<file path="config.mk">
export PLATFORM = sky130hd
export DESIGN_NAME = ahb_slave_mem
export DESIGN_NICKNAME = d
export VERILOG_FILES = /design/src/rtl/ahb_defs.sv /design/src/rtl/ahb_slave_mem_array.sv /design/src/rtl/ahb_slave_mem.sv
export SDC_FILE = /design/constraint.sdc
export NUM_CORES = 2
export LEC_CHECK = 0
export ABC_AREA = 0
export ABC_CLOCK_PERIOD_IN_PS = 5250
export CELL_PAD_IN_SITES_DETAIL_PLACEMENT = 0
export CELL_PAD_IN_SITES_GLOBAL_PLACEMENT = 2
export CORE_MARGIN = 3
export CORE_UTILIZATION = 48
export CTS_CLUSTER_SIZE = 16
export DETAILED_ROUTE_END_ITERATION = 16
export PLACE_DENSITY = 0.8
export SETUP_SLACK_MARGIN = 0.15
export SLEW_MARGIN = 15
export SYNTH_ARGS = -nofsm -noshare
export SYNTH_HDL_FRONTEND = slang
export SYNTH_SLANG_ARGS = --single-unit
</file>
<file path="constraint.sdc">
create_clock -name i_hclk -period 5.25 [get_ports i_hclk]
set_clock_uncertainty 0.1 [all_clocks]
set_input_delay 0.525 -clock i_hclk [delete_from_list [all_inputs] [get_ports i_hclk]]
set_output_delay 0.525 -clock i_hclk [all_outputs]
set_load 0.01 [all_outputs]
</file>
<file path="src/rtl/ahb_defs.sv">
`default_nettype none
// ============================================================================
//  Module      : ahb_defs (package)
//  Description : Shared AHB-Lite encodings and FSM state type for the
//                single-port word memory slave.
//  Revision    : 1.0 - initial release
// ============================================================================
package ahb_defs;

    // HTRANS transfer type codes
    localparam logic [1:0] HTRANS_IDLE   = 2'b00;
    localparam logic [1:0] HTRANS_BUSY   = 2'b01;
    localparam logic [1:0] HTRANS_NONSEQ = 2'b10;
    localparam logic [1:0] HTRANS_SEQ    = 2'b11;

    // Only 32-bit word transfers are supported
    localparam logic [2:0] HSIZE_WORD    = 3'b010;

    // HRESP codes
    localparam logic       HRESP_OKAY    = 1'b0;
    localparam logic       HRESP_ERROR   = 1'b1;

    // Slave transfer FSM
    typedef enum logic [2:0] {
        ST_IDLE = 3'd0,
        ST_WAIT = 3'd1,
        ST_DATA = 3'd2,
        ST_ERR1 = 3'd3,
        ST_ERR2 = 3'd4
    } state_t;

    // True for HTRANS values that request a real transfer (NONSEQ/SEQ)
    function automatic logic trans_active(input logic [1:0] i_trans);
        logic v;
        case (i_trans)
            HTRANS_NONSEQ, HTRANS_SEQ: v = 1'b1;
            HTRANS_IDLE, HTRANS_BUSY:  v = 1'b0;
            default:                   v = 1'b0;
        endcase
        return v;
    endfunction

endpackage
`default_nettype wire

</file>
<file path="src/rtl/ahb_slave_mem_array.sv">
`default_nettype none
// ============================================================================
//  Module      : ahb_slave_mem_array
//  Description : DEPTH x 32-bit storage, one synchronous write port and one
//                asynchronous read port. Not reset: contents survive HRESETN.
//  Revision    : 1.0 - initial release
// ============================================================================
module ahb_slave_mem_array #(
    parameter int DEPTH = 64,
    parameter int AW    = $clog2(DEPTH)
) (
    input  logic          i_clk,
    input  logic          i_we,
    input  logic [AW-1:0] i_waddr,
    input  logic [31:0]   i_wdata,
    input  logic [AW-1:0] i_raddr,
    output logic [31:0]   o_rdata
);

    logic [31:0] r_mem [DEPTH];

    // Write port: commit on the rising edge when enabled
    always_ff @(posedge i_clk) begin
        if (i_we) begin
            r_mem[i_waddr] <= i_wdata;
        end
    end

    // Read port is combinational so a DATA-phase read sees the latest write
    assign o_rdata = r_mem[i_raddr];

endmodule
`default_nettype wire

</file>
<file path="src/rtl/ahb_slave_mem.sv">
`default_nettype none
// ============================================================================
//  Module      : ahb_slave_mem
//  Description : AHB-Lite slave backed by a DEPTH-word memory. Inserts
//                WAIT_STATES wait cycles per OKAY transfer, answers illegal
//                size/alignment/range with a two-cycle ERROR response, and
//                pipelines a new address phase out of DATA or ERR2.
//  Revision    : 1.0 - initial release
// ============================================================================
module ahb_slave_mem
    import ahb_defs::*;
#(
    parameter int          DEPTH       = 64,
    parameter int          WAIT_STATES = 1,
    parameter logic [31:0] BASE_ADDR   = 32'h0000_0000
) (
    input  logic        i_hclk,
    input  logic        i_hresetn,
    input  logic        i_hsel,
    input  logic [31:0] i_haddr,
    input  logic [1:0]  i_htrans,
    input  logic        i_hwrite,
    input  logic [2:0]  i_hsize,
    input  logic [2:0]  i_hburst,
    input  logic [31:0] i_hwdata,
    input  logic        i_hready,
    output logic        o_hreadyout,
    output logic        o_hresp,
    output logic [31:0] o_hrdata
);

    localparam int          c_AW       = $clog2(DEPTH);
    localparam logic [31:0] c_WIN_MASK = ~((32'(DEPTH) * 32'd4) - 32'd1);
    localparam logic [3:0]  c_WS       = 4'(WAIT_STATES);

    state_t            r_state;
    logic [3:0]        r_count;
    logic [c_AW-1:0]   r_index;
    logic              r_write;
    logic              r_hreadyout;
    logic              r_hresp;

    logic              w_accept;
    logic              w_legal;
    logic [c_AW-1:0]   w_index;
    logic              w_we;
    logic              w_is_read;
    logic [31:0]       w_rdata;
    logic              w_unused_ok;

    // Bursts are treated beat by beat, so HBURST carries no information here
    assign w_unused_ok = ^i_hburst;

    // Address phase qualification and legality of the presented transfer
    assign w_accept  = i_hsel & i_hready & trans_active(i_htrans);
    assign w_legal   = (i_hsize == HSIZE_WORD) &&
                       (i_haddr[1:0] == 2'b00) &&
                       ((i_haddr & c_WIN_MASK) == BASE_ADDR);
    assign w_index   = i_haddr[c_AW+1:2];

    // Data phase controls: write commits on the edge closing DATA
    assign w_we      = (r_state == ST_DATA) &&  r_write;
    assign w_is_read = (r_state == ST_DATA) && !r_write;

    assign o_hreadyout = r_hreadyout;
    assign o_hresp     = r_hresp;
    assign o_hrdata    = w_is_read ? w_rdata : 32'd0;

    // Transfer FSM with registered HREADYOUT/HRESP
    always_ff @(posedge i_hclk or negedge i_hresetn) begin
        if (!i_hresetn) begin
            r_state     <= ST_IDLE;
            r_count     <= 4'd0;
            r_index     <= '0;
            r_write     <= 1'b0;
            r_hreadyout <= 1'b1;
            r_hresp     <= HRESP_OKAY;
        end else begin
            case (r_state)
                ST_WAIT: begin
                    // Count reaches one on the last low cycle
                    if (r_count <= 4'd1) begin
                        r_state     <= ST_DATA;
                        r_count     <= 4'd0;
                        r_hreadyout <= 1'b1;
                        r_hresp     <= HRESP_OKAY;
                    end else begin
                        r_count     <= r_count - 4'd1;
                    end
                end
                ST_ERR1: begin
                    r_state     <= ST_ERR2;
                    r_hreadyout <= 1'b1;
                    r_hresp     <= HRESP_ERROR;
                end
                default: begin
                    // IDLE, DATA and ERR2 all close with HREADYOUT high and
                    // may take the next address phase without a bubble
                    if (w_accept) begin
                        r_index <= w_index;
                        r_write <= i_hwrite;
                        if (!w_legal) begin
                            r_state     <= ST_ERR1;
                            r_hreadyout <= 1'b0;
                            r_hresp     <= HRESP_ERROR;
                        end else if (c_WS != 4'd0) begin
                            r_state     <= ST_WAIT;
                            r_count     <= c_WS;
                            r_hreadyout <= 1'b0;
                            r_hresp     <= HRESP_OKAY;
                        end else begin
                            r_state     <= ST_DATA;
                            r_hreadyout <= 1'b1;
                            r_hresp     <= HRESP_OKAY;
                        end
                    end else begin
                        r_state     <= ST_IDLE;
                        r_hreadyout <= 1'b1;
                        r_hresp     <= HRESP_OKAY;
                    end
                end
            endcase
        end
    end

    ahb_slave_mem_array #(
        .DEPTH (DEPTH),
        .AW    (c_AW)
    ) u_array (
        .i_clk   (i_hclk),
        .i_we    (w_we),
        .i_waddr (r_index),
        .i_wdata (i_hwdata),
        .i_raddr (r_index),
        .o_rdata (w_rdata)
    );

endmodule
`default_nettype wire

</file>
After elaboration in Yosys (flattened, before gate mapping) --
Memory sizes are Yosys's and may differ from the RTL's. Index checks and enable logic that the tools add are counted.
Cells by class: add/subtract/negate cells 1, $lt $le $gt $ge 1, equal/unequal tests 8, mux-type cells 19, bitwise gates (word level) 4, reduce and logical (&&, ||, !) cells 15
Operators with widths (number):
- 32-bit zero test | 1
- 32-bit 2-to-1 mux | 1
- 4-bit 2-to-1 mux | 3
- 3-bit by 2-bit equality test with 1-bit output, second input constant | 3
- 4-bit one-hot mux with 2 select lines | 1
- 1-bit 2-to-1 mux | 7
- 3-bit 2-to-1 mux | 2
- 1-bit one-hot mux with 2 select lines | 3
- 3-bit one-hot mux with 2 select lines | 1
- 2-bit OR reduction | 3
- 2-bit equality test, second input constant | 2
- 4-bit by 1-bit less-or-equal comparator with 1-bit output, second input constant | 1
- 1-bit logical AND | 4
- 2-bit zero test | 2
- 2-bit nonzero test | 2
- 4-bit by 1-bit subtractor with 4-bit output, second input constant | 1
- 3-bit by 1-bit equality test with 1-bit output, second input constant | 1
- 3-bit AND reduction | 1
- 1-bit AND | 2
- 2-bit by 1-bit equality test with 1-bit output, second input constant | 1
- 2-bit 2-to-1 mux | 1
- 2-bit inequality test, second input constant | 1
- 1-bit inverter | 2
- 2-bit AND reduction | 1
- 1-bit zero test | 1
Storage, ports and cells: flip-flop bits (word level) 16, bits in writable memories 2048, input bits 77, output and inout bits 34, logic and storage cells 55, memories 1
Memory list:
- u_array.r_mem | depth 64, bits a word 32, rd ports 1, clocked after Yosys merged registers in 0, write ports 1, RTL line ahb_slave_mem_array.sv:20 | logic [31:0] r_mem [DEPTH];

Logic depth before layout (Yosys ltp) --
depth after elaboration 6, mapped depth 10, depth with buffers taken out 6

By module --
From an unflattened synthesis, not the netlist that was laid out.
Second synthesis, totals: cells, all modules 3394, area total of the unflattened synthesis 78893.2 um^2
By module, submodules not included:
- ahb_slave_mem_array | instances 1, cells each 3292, area an instance 77874.7 um^2, seq. area each 61499.0 um^2
- ahb_slave_mem | instances 1, cells each 102, area an instance 1018.5 um^2, seq. area each 401.6 um^2

Worst setup path after synthesis --
No wires, ideal clock.
kind register -> register, start register r_index[2], end memory u_array.r_mem[11][0] (enable), library setup time 0.421 ns, arrival 3.137 ns, path slack 1.591 ns, cell stages (with the launch flop) 10, period minus slack after synthesis 3.659 ns, cell sequence dfrtp_1 -> buf_4 -> buf_4 -> buf_4 -> buf_6 -> buf_2 -> buf_2 -> nor2_1 -> nand2_1 -> nor2_1
RTL lines:
- start, declared | RTL line ahb_slave_mem.sv:38 | logic [c_AW-1:0] r_index;
- start signal, assigned | RTL line ahb_slave_mem.sv:100 | r_index <= w_index;
- end, declared | RTL line ahb_slave_mem_array.sv:20
No word-level cell before the write port.

Worst setup path in the final report --
start register r_index[0], end output o_hrdata[28]
Between the ends: word-level cells in the longest chain between the ends 2
RTL lines:
- memory read 64 x 32 bit
- 32-bit 2-to-1 mux | RTL line ahb_slave_mem.sv:67 | assign o_hrdata = w_is_read ? w_rdata : 32'd0;
- end, declared | RTL line ahb_slave_mem.sv:29 | output logic [31:0] o_hrdata
Every way passes these cells.

==> flow_summary.ini <==
[clock_tree]
cts-buffers-inserted = 199
htree_levels = 4
cts_root_buf = clkbuf_16
cts_buffer_depth = 3
cts_tree = done
clkLatencyLatePin_ns = 0.84
cts_sinks = 2064
clk_pin_slew_worst_paths_ns = 0.06

[sta]
fmax_mhz = 197
holdWs_ns = 0.129
fin_crit_sh = 0.965
hold_viol = 0
rsz0062_at_grt = yes
tns_ns = 0
fin_ws_ns = 0.182
worst_pin_slew_ns = 1.18
final.min_clock_period_ns = 5.07
setup-violations-final = 0
maxSlewHeadroom = 0.216
final_max_slew_viol_count = 0

[route]
via_count = 46000
via_per_inst = 6.47
drc = 0
drt_iter0_drc = 6069
ant_nets = 0
wire_per_inst_um = 32.0
drt_pass1_iterations = 5
wl_um = 227000

[critical_path]
slowest_delay_ns = 0.66
setup.worst_path.end_class = output pin
worstPathCellList = buf_4, nor2b_4, buf_12, a22oi_1, o22ai_1, or4_1, a2111oi_4, a31oi_2, clkdlybuf4s50_1
path_delay_family = buffers and inverters
cp_max_fo = 61
timing.rr.start = r_index[2]
crit_start = r_index[0]
cp_num_buf_inv = 3
arrival_ns = 4.44
cp_slowest_cell = or4_1
path_class = flop to output pin
critPathRequiredTime_ns = 4.62
cp-start-kind = flop

[final_layout]
nets = 4855
final_area_um2 = 90600
layout_common_cells = 2048 x edfxtp_1, 422 x a22oi_1, 302 x a221oi_1
syn_to_final_growth_pct = 15.0
mostFrequentLayoutCell = edfxtp_1
drive_above_1_share = 0.165

[worst_hold_path]
hold_path_class = input port to flop
min_from = i_hwdata[0]

[placement]
preCtsSetupSlack_ns = 0.543
port_buffers = 106
place_area_um2 = 83900
hpwlAfterDp_um = 127000
routabilityCongestion = 0.819

[pwr]
power.total_uw = 44700
p_clk_frac = 0.303
powerDensity_nw_per_um2 = 493
peakVddDrop_v = 0.000494
leakagePower_uw = 0.0281
p_sw_uw = 14600
comb_power_share = 0.284
seq_power_share = 0.412
p_sw_frac = 0.328
internal_power_uw = 30000

[logic_synthesis]
synth.largest_area_cell = edfxtp_1
yosysSeqAreaShare = 0.786
synth_cell_types = 66
synth_edf_count = 2048
avgSynthCellArea_um2 = 17.3
ys.flop_type = edfxtp_1
synth_warnings = 0
synthTopCellsByArea = edfxtp_1 78%, a22oi_1 4.0%, a221oi_1 3.4%, mux2_2 1.9%, mux2i_1 1.6%
ys_seq_elements = 2064
synth_top_area_share = 0.780
syn-num-nets = 4636
async_flop_share = 0.00775
synthCells = 4557
syn_area_um2 = 78800

[global_route]
antenna_found_initial = 16
grt_max_degree = 136
grt_pass1_wl_um = 323000
grt.overflow.total = 0
grt_use_total = 0.265
grt_pass1_vias = 44600

[die]
die_width_um = 411
die_h_um = 411
start_util = 0.484
rows = 148
core_area_um2 = 163000
dieArea_um2 = 169000
ioPinCount = 111

[outcome]
status = complete, no violations

[job]
maxCapViolations = 0
## worst reg2reg max path, stage by stage, from the launching register on
cell,delay [ns]
dfrtp_4,0.69
buf_4,0.22
buf_12,0.42
and3_1,0.39
nand2_1,0.65
nor2_4,0.87
buf_4,0.46
## path summary, 6_finish.rpt
path | slack [ns] | depth (start not counted) | to
max | 0.18 | 9 | o_hrdata[28]
min reg2reg | 0.40 | 2 | o_hreadyout
max reg2reg | 1.09 | 6 | u_array.r_mem[63][17]
min in group asynchronous | 0.48 | 3 | r_index[2]
min | 0.13 | 1 | u_array.r_mem[21][0]
max in group asynchronous | 4.29 | 3 | o_hreadyout
## per-layer routing
metal / track usage / vias up / share of wire
li1: - / 19400 / -
met1: 0.378 / 24000 / 0.41
met2: 0.410 / 2335 / 0.47
met3: 0.0632 / 328 / 0.10
met4: 0.0759 / 4 / 0.025
met5: 0 / - / 0.00012
## per-stage QoR
step / util / std cells
floorplan: - / 4557
global route: 0.556 / 7112
global placement: 0.515 / 6721
finish: 0.556 / 7116
CTS: 0.555 / 7104
detailed placement: 0.515 / 6722
## registers in the layout, summed over array words and instances (netlist names)
name / count
r_state: 3
u_array.r_mem: 2048
r_write: 1
o_hresp: 1
r_count: 4
o_hreadyout: 1
r_index: 6
## power by group through the flow
stage / Sequential, µW / Clock, µW / Combinational [µW]
floorplan: 18700 / 0 / 7080
global placement: 18800 / 0 / 12000
detailed placement: 18800 / 0 / 12100
CTS: 18400 / 13700 / 12500
global route: 18400 / 14400 / 13400
finish: 18400 / 13500 / 12700
## repair_timing
item / CTS / global route
buffers inserted: 19 / 3
endpoints found under the setup margin: 31 / 20
endpoints found under the hold margin: 15 / 4
pin swaps: 2 / 1
cloned: 2 / 1
gates resized for setup: 10 / 15
hold buffers: 1 / 1
## cells in the mapped netlist, types with 16 or more instances
| master | number |
|---|---|
| a211oi_1 | 19 |
| nor4_1 | 19 |
| mux2i_1 | 125 |
| a31oi_1 | 32 |
| o22ai_1 | 183 |
| mux2_2 | 133 |
| a22oi_1 | 424 |
| edfxtp_1 | 2048 |
| nor3_1 | 55 |
| and3_1 | 16 |
| nor2_1 | 213 |
| nand2_1 | 118 |
| buf_1 | 43 |
| a22o_1 | 65 |
| o21ai_0 | 115 |
| o211ai_1 | 17 |
| buf_2 | 115 |
| a221oi_1 | 302 |
| clkbuf_1 | 173 |
| a21oi_1 | 132 |
## layout make-up
cell class	count	area, µm²
antenna	6	15.0
clock buffer	258	5230
multi-input combinational	2138	16000
clock inverter	102	910
tap	2175	2720
timing repair buffer	369	3770
fill	12500	72400
inverter	4	20.0
sequential	2064	61900
## cells by family after synthesis
logic type | count (synthesis) | share of synthesized area
simple gates | 486 | 0.0275
xor+xnor | 1 | 0.000111
flops | 2064 | 0.786
buf+inv | 356 | 0.0201
mux | 269 | 0.0380
compound gates | 1379 | 0.128
fa+ha+maj | 2 | 0.000318
Note: power is estimated with default switching activity, not from simulation.
